--- src/rtl/int_to_fp_encoder.sv ---
// Signed 32-bit integer to FPU float encoder: 1-bit/cycle normaliser, round-to-nearest-even,
// valid/ready on both sides. Float word is {sign, exp[9:0] bias 511, mantissa[20:0]}.
module int_to_fp_encoder (
  input  logic        clock_100Khz,
  input  logic        reset,
  input  logic [31:0] int_in,
  input  logic        in_valid,
  output logic        in_ready,
  output logic [31:0] data_out,
  output logic [3:0]  status_out,
  output logic        out_valid,
  input  logic        out_ready
);

  // Status codes 0 (overflow) and 1 (underflow) are unreachable from a 32-bit integer.
  localparam logic [3:0] StatusExact   = 4'd2;
  localparam logic [3:0] StatusInexact = 4'd3;
  localparam logic [9:0] ExpStart      = 10'd542;

  typedef enum logic [1:0] {StIdle, StNormalize, StRound, StHold} state_e;

  state_e      r_state;
  state_e      w_state_next;
  logic        r_sign;
  logic [31:0] r_mag;
  logic [9:0]  r_exp;
  logic [31:0] r_data;
  logic [3:0]  r_status;

  logic        w_accept;
  logic [31:0] w_abs;
  logic [20:0] w_mant;
  logic        w_guard;
  logic        w_sticky;
  logic        w_inc;
  logic        w_carry;
  logic [20:0] w_mant_rnd;
  logic [9:0]  w_exp_rnd;

  assign w_accept   = in_valid && in_ready;
  assign w_abs      = int_in[31] ? (~int_in + 32'd1) : int_in;
  assign w_mant     = r_mag[30:10];
  assign w_guard    = r_mag[9];
  assign w_sticky   = |r_mag[8:0];
  assign w_inc      = w_guard && (w_sticky || w_mant[0]);
  // An all-ones mantissa wraps to zero on increment; the carry bumps the exponent.
  assign w_carry    = w_inc && (&w_mant);
  assign w_mant_rnd = w_mant + {20'd0, w_inc};
  assign w_exp_rnd  = r_exp + {9'd0, w_carry};

  always_ff @(posedge clock_100Khz) begin
    if (reset) begin
      r_state <= StIdle;
    end else begin
      r_state <= w_state_next;
    end
  end

  always_comb begin
    w_state_next = r_state;
    unique case (r_state)
      StIdle: begin
        if (w_accept) w_state_next = StNormalize;
      end
      StNormalize: begin
        if (r_mag == 32'd0) begin
          w_state_next = StHold;
        end else if (r_mag[31]) begin
          w_state_next = StRound;
        end
      end
      StRound: w_state_next = StHold;
      StHold: begin
        if (out_ready) w_state_next = StIdle;
      end
      default: w_state_next = StIdle;
    endcase
  end

  always_comb begin
    in_ready  = (r_state == StIdle) && !reset;
    out_valid = (r_state == StHold);
  end

  always_ff @(posedge clock_100Khz) begin
    if (reset) begin
      r_sign   <= 1'b0;
      r_mag    <= 32'd0;
      r_exp    <= 10'd0;
      r_data   <= 32'd0;
      r_status <= StatusExact;
    end else begin
      unique case (r_state)
        StIdle: begin
          if (w_accept) begin
            r_sign <= int_in[31];
            r_mag  <= w_abs;
            r_exp  <= ExpStart;
          end
        end
        StNormalize: begin
          if (r_mag == 32'd0) begin
            r_data   <= 32'd0;
            r_status <= StatusExact;
          end else if (!r_mag[31]) begin
            r_mag <= r_mag << 1;
            r_exp <= r_exp - 10'd1;
          end
        end
        StRound: begin
          r_data   <= {r_sign, w_exp_rnd, w_mant_rnd};
          r_status <= (w_guard || w_sticky) ? StatusInexact : StatusExact;
        end
        default: ;
      endcase
    end
  end

  assign data_out   = r_data;
  assign status_out = r_status;

endmodule

--- config.mk ---
export PLATFORM = sky130hd
export DESIGN_NAME = int_to_fp_encoder
export DESIGN_NICKNAME = d
export VERILOG_FILES = /design/src/rtl/int_to_fp_encoder.sv
export SDC_FILE = /design/constraint.sdc
export NUM_CORES = 1
export LEC_CHECK = 0
export ABC_AREA = 1
export ABC_CLOCK_PERIOD_IN_PS = 6000
export BUFFER_PORTS_ARGS = -buffer_cell sky130_fd_sc_hd__buf_2
export CELL_PAD_IN_SITES_DETAIL_PLACEMENT = 2
export CELL_PAD_IN_SITES_GLOBAL_PLACEMENT = 2
export CORE_MARGIN = 1
export CORE_UTILIZATION = 33
export DETAILED_ROUTE_END_ITERATION = 10
export GPL_ROUTABILITY_DRIVEN = 0
export HOLD_SLACK_MARGIN = 0.15
export PLACE_DENSITY = 0.94
export SKIP_CTS_REPAIR_TIMING = 1
export SLEW_MARGIN = 30
export SYNTH_ARGS = -nofsm -noshare
export SYNTH_HDL_FRONTEND = slang
export SYNTH_SLANG_ARGS = --single-unit
--- constraint.sdc ---
create_clock -name clock_100Khz -period 6 [get_ports clock_100Khz]
set_clock_uncertainty 0.2 [all_clocks]
set_input_delay 0.9 -clock clock_100Khz [delete_from_list [all_inputs] [get_ports clock_100Khz]]
set_output_delay 0.9 -clock clock_100Khz [all_outputs]
set_load 0.02 [all_outputs]
==> qor.txt, run 1 <==
Run status: finished clean
Layout cells sized above 1: 11.4%
Layout Nets: 1008
Area contributors post-synth: dfxtp_1, nand2_1, nor2_1
Max-cap viol count: 0
EDFF count, synth: 0
Fin cells: 1183
Seq/Total Area, Yosys: 28.9%
Starting Density: 33.9%
Antenna violations before repair: 0
Core Area: 15900 sq um
Global-route wire length before repair: 37700 um
Vias in the first global route: 6905
Routed length per placed instance: 20.6 um
Final min period: 3650 ps
DP Cell Count: 1167
Ys Warns: 0
Worst hold path class: flip-flop to flip-flop
Grt total ovfl: 0
Main synth FF type: dfxtp_1
Worst Tran Pin Value: 897 ps
Final setup viols: 0
DRC viols: 0
CTS Buf Count: 9
Endpoints failing hold: 0
Syn Inst Count: 919
Leak: 2.87 nW
Most common cell in the netlist: nand2_1
Post-synth cell types: 39
Final Core Density: 38.2%
Nature of the critical path endpoint: flip-flop
H-tree levels: 3
Tcrit/Tclk final: 60.8%
Largest net degree at the start of global routing: 50
Max stage delay on crit path: 770 ps
Synthesized flop and latch total: 78
GRT Total Usage: 29.5%
I/O Buffers: 70
Clk sink count: 78
Clk root buf: clkbuf_16
Vias per cell: 5.38
Die Y: 130 um
Crit-path cells: inv_1 > ha_1 > inv_1 > o21ai_2 > nand3_4 > inv_2 > nand2_1 > nor2_1 > nor2_2
Detailed placement HPWL: 16300 um
Worst path arrival time: 3700 ps
IO Count: 74
Startpoint Class: flip-flop
Max-slew violations: 0
Via count: 6370
TritonCTS clock tree: built
Worst path required time: 6050 ps
Peak Freq: 274 MHz
Relative slew slack: 40.2%
FP Rows: 46
Cell area after synthesis: 5410 sq um
Clock Path Buffers: 2
PwrDens: 364 nW/um^2
CP max-delay cell: ha_1
Worst Path Class, Setup: flip-flop to flip-flop
Drt first pass iters: 5
Die width: 130 um
Fin Setup TNS: 0 ps
Maximum vdd drop: 0.000148 V
Yosys top cell area share: 28.9%
Worst skew pair latency: 370 ps
Yosys top cell by area: dfxtp_1
Synthesized area per cell: 5.88 sq um
Die area: 16900 sq um
Commonest cells post-synth: nand2_1, nor2_1, nand3_1
Most common cell on crit path: inv_1
Initial DRC count: 355
Post-route antenna net violation count: 0
Asr flop ratio synth: 0%
Final wirelength: 24300 um
Clock transition at path regs: 70 ps
Worst path top cell family by delay: buffers and inverters
Area growth syn-to-layout: 12.7%
RSZ-0062 raised after global routing: false
Worst Path Max Fanout: 45
Antenna cells: 0
Crit path buf inv count: 3
## final cells by class
| type | count | area, sq um |
|---|---|---|
| clock buffer | 9 | 225 |
| multi-input combinational | 723 | 3310 |
| inverter | 76 | 285 |
| fill | 2070 | 9850 |
| clock inverter | 7 | 57.6 |
| tap | 216 | 270 |
| sequential | 78 | 1560 |
| timing repair buffer | 74 | 380 |
## placed cells by master (no fill, tap or decap), types with 3 or more instances in the layout
cell type / instances
nand4_1: 26
o211ai_1: 4
inv_6: 3
inv_1: 73
ha_1: 10
xor2_1: 12
dfxtp_1: 78
buf_2: 70
conb_1: 3
nor2_2: 6
clkinvlp_4: 3
o21ai_0: 22
nand3_1: 86
nand2_1: 330
buf_4: 4
and2_1: 3
nand3b_1: 7
o21ai_1: 3
or2_2: 4
nor3_1: 6
nor2_1: 131
clkbuf_16: 9
a21oi_1: 52
## flip-flops by register name (all words and copies together) (netlist names)
signal / flops
r_mag: 32
data_out: 32
status_out: 1
r_state: 2
r_sign: 1
r_exp: 10
## power by group
part           switching [W]  internal [W]  total [W]
clock               0.000267      0.000286   0.000552
sequential          0.000156      0.000608   0.000765
combinational       0.000649      0.000251   0.000900
## cell families (layout without fill, tap and decap cells)
family,count (synthesis),count (layout),share of synthesized area (%)
adder cells (fa/ha/maj),10,10,2.31
XOR/XNOR,14,14,2.27
buffers and inverters,119,166,9.95
AND/OR/NAND/NOR,606,606,47.3
AO/OA/AOI/OAI,90,90,9.14
flip-flops,78,78,28.9
other,2,3,0.139
## final timing paths
kind / from / end / slack, ps / cells after the start
hold reg to reg: data_out[11]$_SDFFE_PP0P_ / data_out[11]$_SDFFE_PP0P_ / 250 / 2
setup reg to reg: r_state[1]$_SDFFE_PP0P_ / r_mag[23]$_SDFFE_PP0P_ / 2350 / 9
setup / recovery: r_state[1]$_SDFFE_PP0P_ / r_mag[23]$_SDFFE_PP0P_ / 2350 / 9
hold / removal: data_out[11]$_SDFFE_PP0P_ / data_out[11]$_SDFFE_PP0P_ / 250 / 2
## worst reg2reg max path, cell delays in order, from the launching register on
cell and delay, ps:
dfxtp_1 330, inv_1 130, ha_1 770, inv_1 240, o21ai_2 360, nand3_4 490, inv_2 640, nand2_1 170
nor2_1 170, nor2_2 50
## stage by stage
step | area [sq um] | worst slack, ps | hold WS (ps) | total power [W]
after CTS | 6090 | 2350 | 254 | 0.00221
after global placement | 5810 | 2530 | 231 | 0.00153
final | 6090 | 2350 | 251 | 0.00222
after detailed placement | 5810 | 2380 | 239 | 0.00160
after global routing | 6090 | 2150 | 273 | 0.00232
after floorplan | 5410 | 3560 | 243 | 0.00134
## routing by layer
metal  GRT usage, %  wire (um)  vias to the layer above  share of wire (%)
met3           4.02        783                       52                3.2
met1           34.0      10400                     3153                 43
met5              0          0                        -                  0
li1               -          -                     3006                  -
met4           12.7        704                        0                2.9
met2           54.4      12400                      159                 51
Note: power is estimated with default switching activity, not from simulation.
==> run 2: changes to the inputs <==
ABC_CLOCK_PERIOD_IN_PS = 3800   (was 6000)
CORE_UTILIZATION = 30   (was 33)
PLACE_DENSITY = 0.87   (was 0.94)
clock period = 3.8 ns   (was 6 ns; I/O delays follow)
==> qor.txt, run 2 (synthesis results as in run 1) <==
Global-route wire length before repair: 34500 um (was 37700 um)
Worst hold path class: flip-flop to flip-flop (unchanged)
Final setup viols: 0 (unchanged)
Startpoint Class: flip-flop (unchanged)
DP Cell Count: 1180 (was 1167)
Clock Path Buffers: 2 (unchanged)
Area growth syn-to-layout: 13.6% (was 12.7%)
Worst Path Max Fanout: 6 (was 45)
Routed length per placed instance: 17.8 um (was 20.6 um)
Grt total ovfl: 0 (unchanged)
Largest net degree at the start of global routing: 45 (was 50)
Post-route antenna net violation count: 0 (unchanged)
Die width: 136 um (was 130 um)
H-tree levels: 3 (unchanged)
GRT Total Usage: 24.1% (was 29.5%)
Max-cap viol count: 0 (unchanged)
Die area: 18600 sq um (was 16900 sq um)
I/O Buffers: 70 (unchanged)
Most common cell after layout, fill and taps aside: nand2_1 (unchanged)
Die Y: 136 um (was 130 um)
Clock transition at path regs: 70 ps (about the same)
Maximum vdd drop: 0.000194 V (was 0.000148 V)
Worst Tran Pin Value: 733 ps (was 897 ps)
CTS Buf Count: 9 (unchanged)
Final min period: 2960 ps (was 3650 ps)
Vias in the first global route: 6537 (was 6905)
Fin Setup TNS: 0 ps (unchanged)
Drt first pass iters: 4 (was 5)
Clk sink count: 78 (unchanged)
Layout Nets: 1012 (was 1008)
Max-slew violations: 0 (unchanged)
CP Launch Point: r_mag[4]$_SDFFE_PP0P_ (was r_state[1]$_SDFFE_PP0P_)
Fin cells: 1195 (was 1183)
Worst path arrival time: 3050 ps (was 3700 ps)
Peak Freq: 338 MHz (was 274 MHz)
Area after DPL: 5850 sq um (was 5810 sq um)
IO Count: 74 (unchanged)
Layout cells sized above 1: 11.5% (was 11.4%)
Core Area: 17400 sq um (was 15900 sq um)
Antenna violations before repair: 0 (unchanged)
Leak: 2.90 nW (was 2.87 nW)
Clk root buf: clkbuf_16 (unchanged)
Worst path required time: 3890 ps (was 6050 ps)
Antenna cells: 0 (unchanged)
Nature of the critical path endpoint: flip-flop (unchanged)
Commonest cells after routing, fill and taps aside: nand2_1, nor2_1, nand3_1 (unchanged)
Post-route cell area: 6140 sq um (was 6090 sq um)
Tcrit/Tclk final: 77.9% (was 60.8%)
Worst Path Class, Setup: flip-flop to flip-flop (unchanged)
Via count: 6150 (was 6370)
Hold Crit Start: data_out[8]$_SDFFE_PP0P_ (was data_out[11]$_SDFFE_PP0P_)
Worst skew pair latency: 350 ps (was 370 ps)
RSZ-0062 raised after global routing: false (unchanged)
Run status: finished clean (unchanged)
Initial DRC count: 245 (was 355)
PwrDens: 562 nW/um^2 (was 364 nW/um^2)
Final wirelength: 21200 um (was 24300 um)
DRC viols: 0 (unchanged)
Detailed placement HPWL: 15400 um (was 16300 um)
FP Rows: 48 (was 46)
Relative slew slack: 51.0% (was 40.2%)
Vias per cell: 5.15 (was 5.38)
Worst R2R Start: r_mag[4]$_SDFFE_PP0P_ (was r_state[1]$_SDFFE_PP0P_)
Starting Density: 31.0% (was 33.9%)
Endpoints failing hold: 0 (unchanged)
TritonCTS clock tree: built (unchanged)
==> run 2: cell count changes in the layout (fill, tap and decap cells not counted) <==
cell | before | now
bufinv_16 | 0 | 1
inv_6 | 3 | 0
buf_4 | 4 | 8
clkinv_2 | 0 | 2
clkbuf_1 | 0 | 1
clkinv_4 | 1 | 0
clkbuf_8 | 0 | 1
clkinvlp_4 | 3 | 1
==> run 2: layer usage <==
metal	vias to the layer above	wire length (um)	global-route usage, %
met1	2967	9750	30.0
li1	3021	-	-
met3	30	731	3.21
met5	-	0	0
met4	0	403	7.78
met2	132	10300	42.5
==> run 2: report_power, final <==
group,switching (W),total [W],internal (W)
sequential,0.000228,0.00119,0.000961
clock,0.000373,0.000895,0.000522
combinational,0.000957,0.00136,0.000406
==> run 2: final cells by class <==
type	count	area, sq um
clock buffers	11	243
clock inverters	4	47.5
fillers	2234	11300
inverters	76	285
multi-input cells	723	3310
flip-flops and latches	78	1560
well taps	225	282
repair buffers	78	410
==> run 2: path summary, 6_finish.rpt <==
check                         endpoint  slack [ps]  cells past startpoint
min reg2reg   data_out[8]$_SDFFE_PP0P_         250                      2
min           data_out[8]$_SDFFE_PP0P_         250                      2
max          data_out[14]$_SDFFE_PP0P_         840                     16
max reg2reg  data_out[14]$_SDFFE_PP0P_         840                     16
==> run 2: worst max-delay path: stages, from the launching register on <==
cell and delay, ps:
dfxtp_1 370, nor2_1 60, nand2_1 50, nor2_1 70
nand2_1 110, o21ai_0 130, inv_1 90, ha_1 280
ha_1 290, inv_1 110, nor2_2 300, nand2_1 150
nor2_1 190, nand3_1 140, o21ai_1 140, nand4_1 100
nand2_1 90
==> run 2: per-stage QoR <==
step	setup slack (ps)	hold slack [ps]	total power, W	util, %
6_report	840	251	0.00345	35.2
5_1_grt	602	268	0.00367	35.2
4_1_cts	819	254	0.00346	35.2
3_5_place_dp	987	239	0.00252	33.6
3_3_place_gp	1060	232	0.00244	33.6
2_1_floorplan	1530	243	0.00211	-
==> run 3: changes to the inputs <==
ABC_CLOCK_PERIOD_IN_PS = 3000   (was 3800)
clock period = 3 ns   (was 3.8 ns; I/O delays follow)
==> qor.txt, run 3 (synthesis results as in run 1) <==
Vias per cell: 5.24 (was 5.15)
Worst Tran Pin Value: 583 ps (was 733 ps)
Grt total ovfl: 0 (unchanged)
Commonest cells after routing, fill and taps aside: nand2_1, nor2_1, nand3_1 (unchanged)
Final Core Density: 36.1% (was 35.2%)
Antenna cells: 0 (unchanged)
Maximum vdd drop: 0.000241 V (was 0.000194 V)
Final setup viols: 0 (unchanged)
Leak: 2.96 nW (was 2.90 nW)
Max-slew violations: 0 (unchanged)
RSZ-0062 raised after global routing: false (unchanged)
Post-route antenna net violation count: 0 (unchanged)
Worst skew pair latency: 350 ps (about the same)
Routed length per placed instance: 18.7 um (was 17.8 um)
Worst path arrival time: 2840 ps (was 3050 ps)
Vias in the first global route: 6821 (was 6537)
Core Area: 17400 sq um (unchanged)
Via count: 6330 (was 6150)
Area growth syn-to-layout: 16.4% (was 13.6%)
Final wirelength: 22500 um (was 21200 um)
Most common cell after layout, fill and taps aside: nand2_1 (unchanged)
Final min period: 2790 ps (was 2960 ps)
Run status: finished clean (unchanged)
Worst hold path class: input port to flip-flop (was flip-flop to flip-flop)
Startpoint Class: flip-flop (unchanged)
Worst Path Class, Setup: flip-flop to flip-flop (unchanged)
Relative slew slack: 61.1% (was 51.0%)
Clk sink count: 78 (unchanged)
IO Count: 74 (unchanged)
H-tree levels: 3 (unchanged)
Die area: 18600 sq um (unchanged)
Layout Nets: 1023 (was 1012)
Initial DRC count: 297 (was 245)
Worst hold slack: 192 ps (was 251 ps)
Die Y: 136 um (unchanged)
Largest net degree at the start of global routing: 49 (was 45)
Layout cells sized above 1: 13.7% (was 11.5%)
Worst Path Max Fanout: 8 (was 6)
Endpoints failing hold: 0 (unchanged)
Clk root buf: clkbuf_16 (unchanged)
Drt first pass iters: 4 (unchanged)
Starting Density: 31.0% (unchanged)
DRC viols: 0 (unchanged)
PwrDens: 727 nW/um^2 (was 562 nW/um^2)
FILL cells: 2215 (was 2234)
Antenna violations before repair: 0 (unchanged)
TritonCTS clock tree: built (unchanged)
GRT Total Usage: 25.5% (was 24.1%)
I/O Buffers: 70 (unchanged)
Die width: 136 um (unchanged)
Peak Freq: 358 MHz (was 338 MHz)
Clock Path Buffers: 2 (unchanged)
Tcrit/Tclk final: 93.2% (was 77.9%)
Global-route wire length before repair: 36400 um (was 34500 um)
Max-cap viol count: 0 (unchanged)
Detailed placement HPWL: 15800 um (was 15400 um)
FP Rows: 48 (unchanged)
Nature of the critical path endpoint: flip-flop (unchanged)
CTS Buf Count: 9 (unchanged)
Clock transition at path regs: 70 ps (about the same)
Worst path required time: 3040 ps (was 3890 ps)
-- run 3: power breakdown --
group	switching [W]	internal [W]	total (W)
combinational	0.00132	0.000567	0.00189
sequential	0.000256	0.00122	0.00148
clock	0.000479	0.000728	0.00121
total	0.00206	0.00252	0.00458
-- run 3: worst max-delay path, cell delays in order, from the launching register on --
cell	delay, ps
dfxtp_1	630
nand3_1	160
nor4_2	180
nand3_1	170
nor2_1	160
ha_1	210
ha_1	240
nand4_1	190
nor2_2	170
nand2_1	80
xor2_1	140
nand3_1	80
nand2_1	50
-- run 3: area by class of cell --
type | count | area, sq um | share of cell area [%]
clock buffers | 10 | 229 | 3.64
clock inverters | 6 | 86.3 | 1.37
inverters | 76 | 287 | 4.56
multi-input cells | 723 | 3350 | 53.2
flip-flops and latches | 78 | 1570 | 24.9
well taps | 225 | 282 | 4.48
repair buffers | 89 | 493 | 7.84
-- run 3: worst paths after layout --
kind,slack [ps],cells past startpoint,from,endpoint
worst min-delay path,190,3,int_in[0],r_mag[0]$_SDFFE_PP0P_
worst max register to register,210,12,r_mag[11]$_SDFFE_PP0P_,data_out[29]$_SDFFE_PP0P_
worst min register to register,250,2,data_out[11]$_SDFFE_PP0P_,data_out[11]$_SDFFE_PP0P_
worst max-delay path,210,12,r_mag[11]$_SDFFE_PP0P_,data_out[29]$_SDFFE_PP0P_
-- run 3: routing by layer --
metal	GRT usage [%]	wire (um)	part of all wire, %	vias up
li1	-	-	-	3043
met1	31.8	10200	45	3137
met2	45.1	11300	50	123
met3	2.72	649	2.9	27
met4	8.70	430	1.9	0
met5	0	0	0	-
-- run 3: stage by stage --
stage / worst slack (ps) / std cells / total power (W) / area (sq um) / TNS (ps)
2_1_floorplan: 735 / 920 / 0.00267 / 5410 / 0
3_3_place_gp: 248 / 1191 / 0.00316 / 5930 / 0
3_5_place_dp: 117 / 1191 / 0.00326 / 5930 / 0
4_1_cts: -69.7 / 1207 / 0.00457 / 6250 / -107
5_1_grt: 31.4 / 1207 / 0.00486 / 6290 / 0
6_report: 205 / 1207 / 0.00458 / 6290 / 0
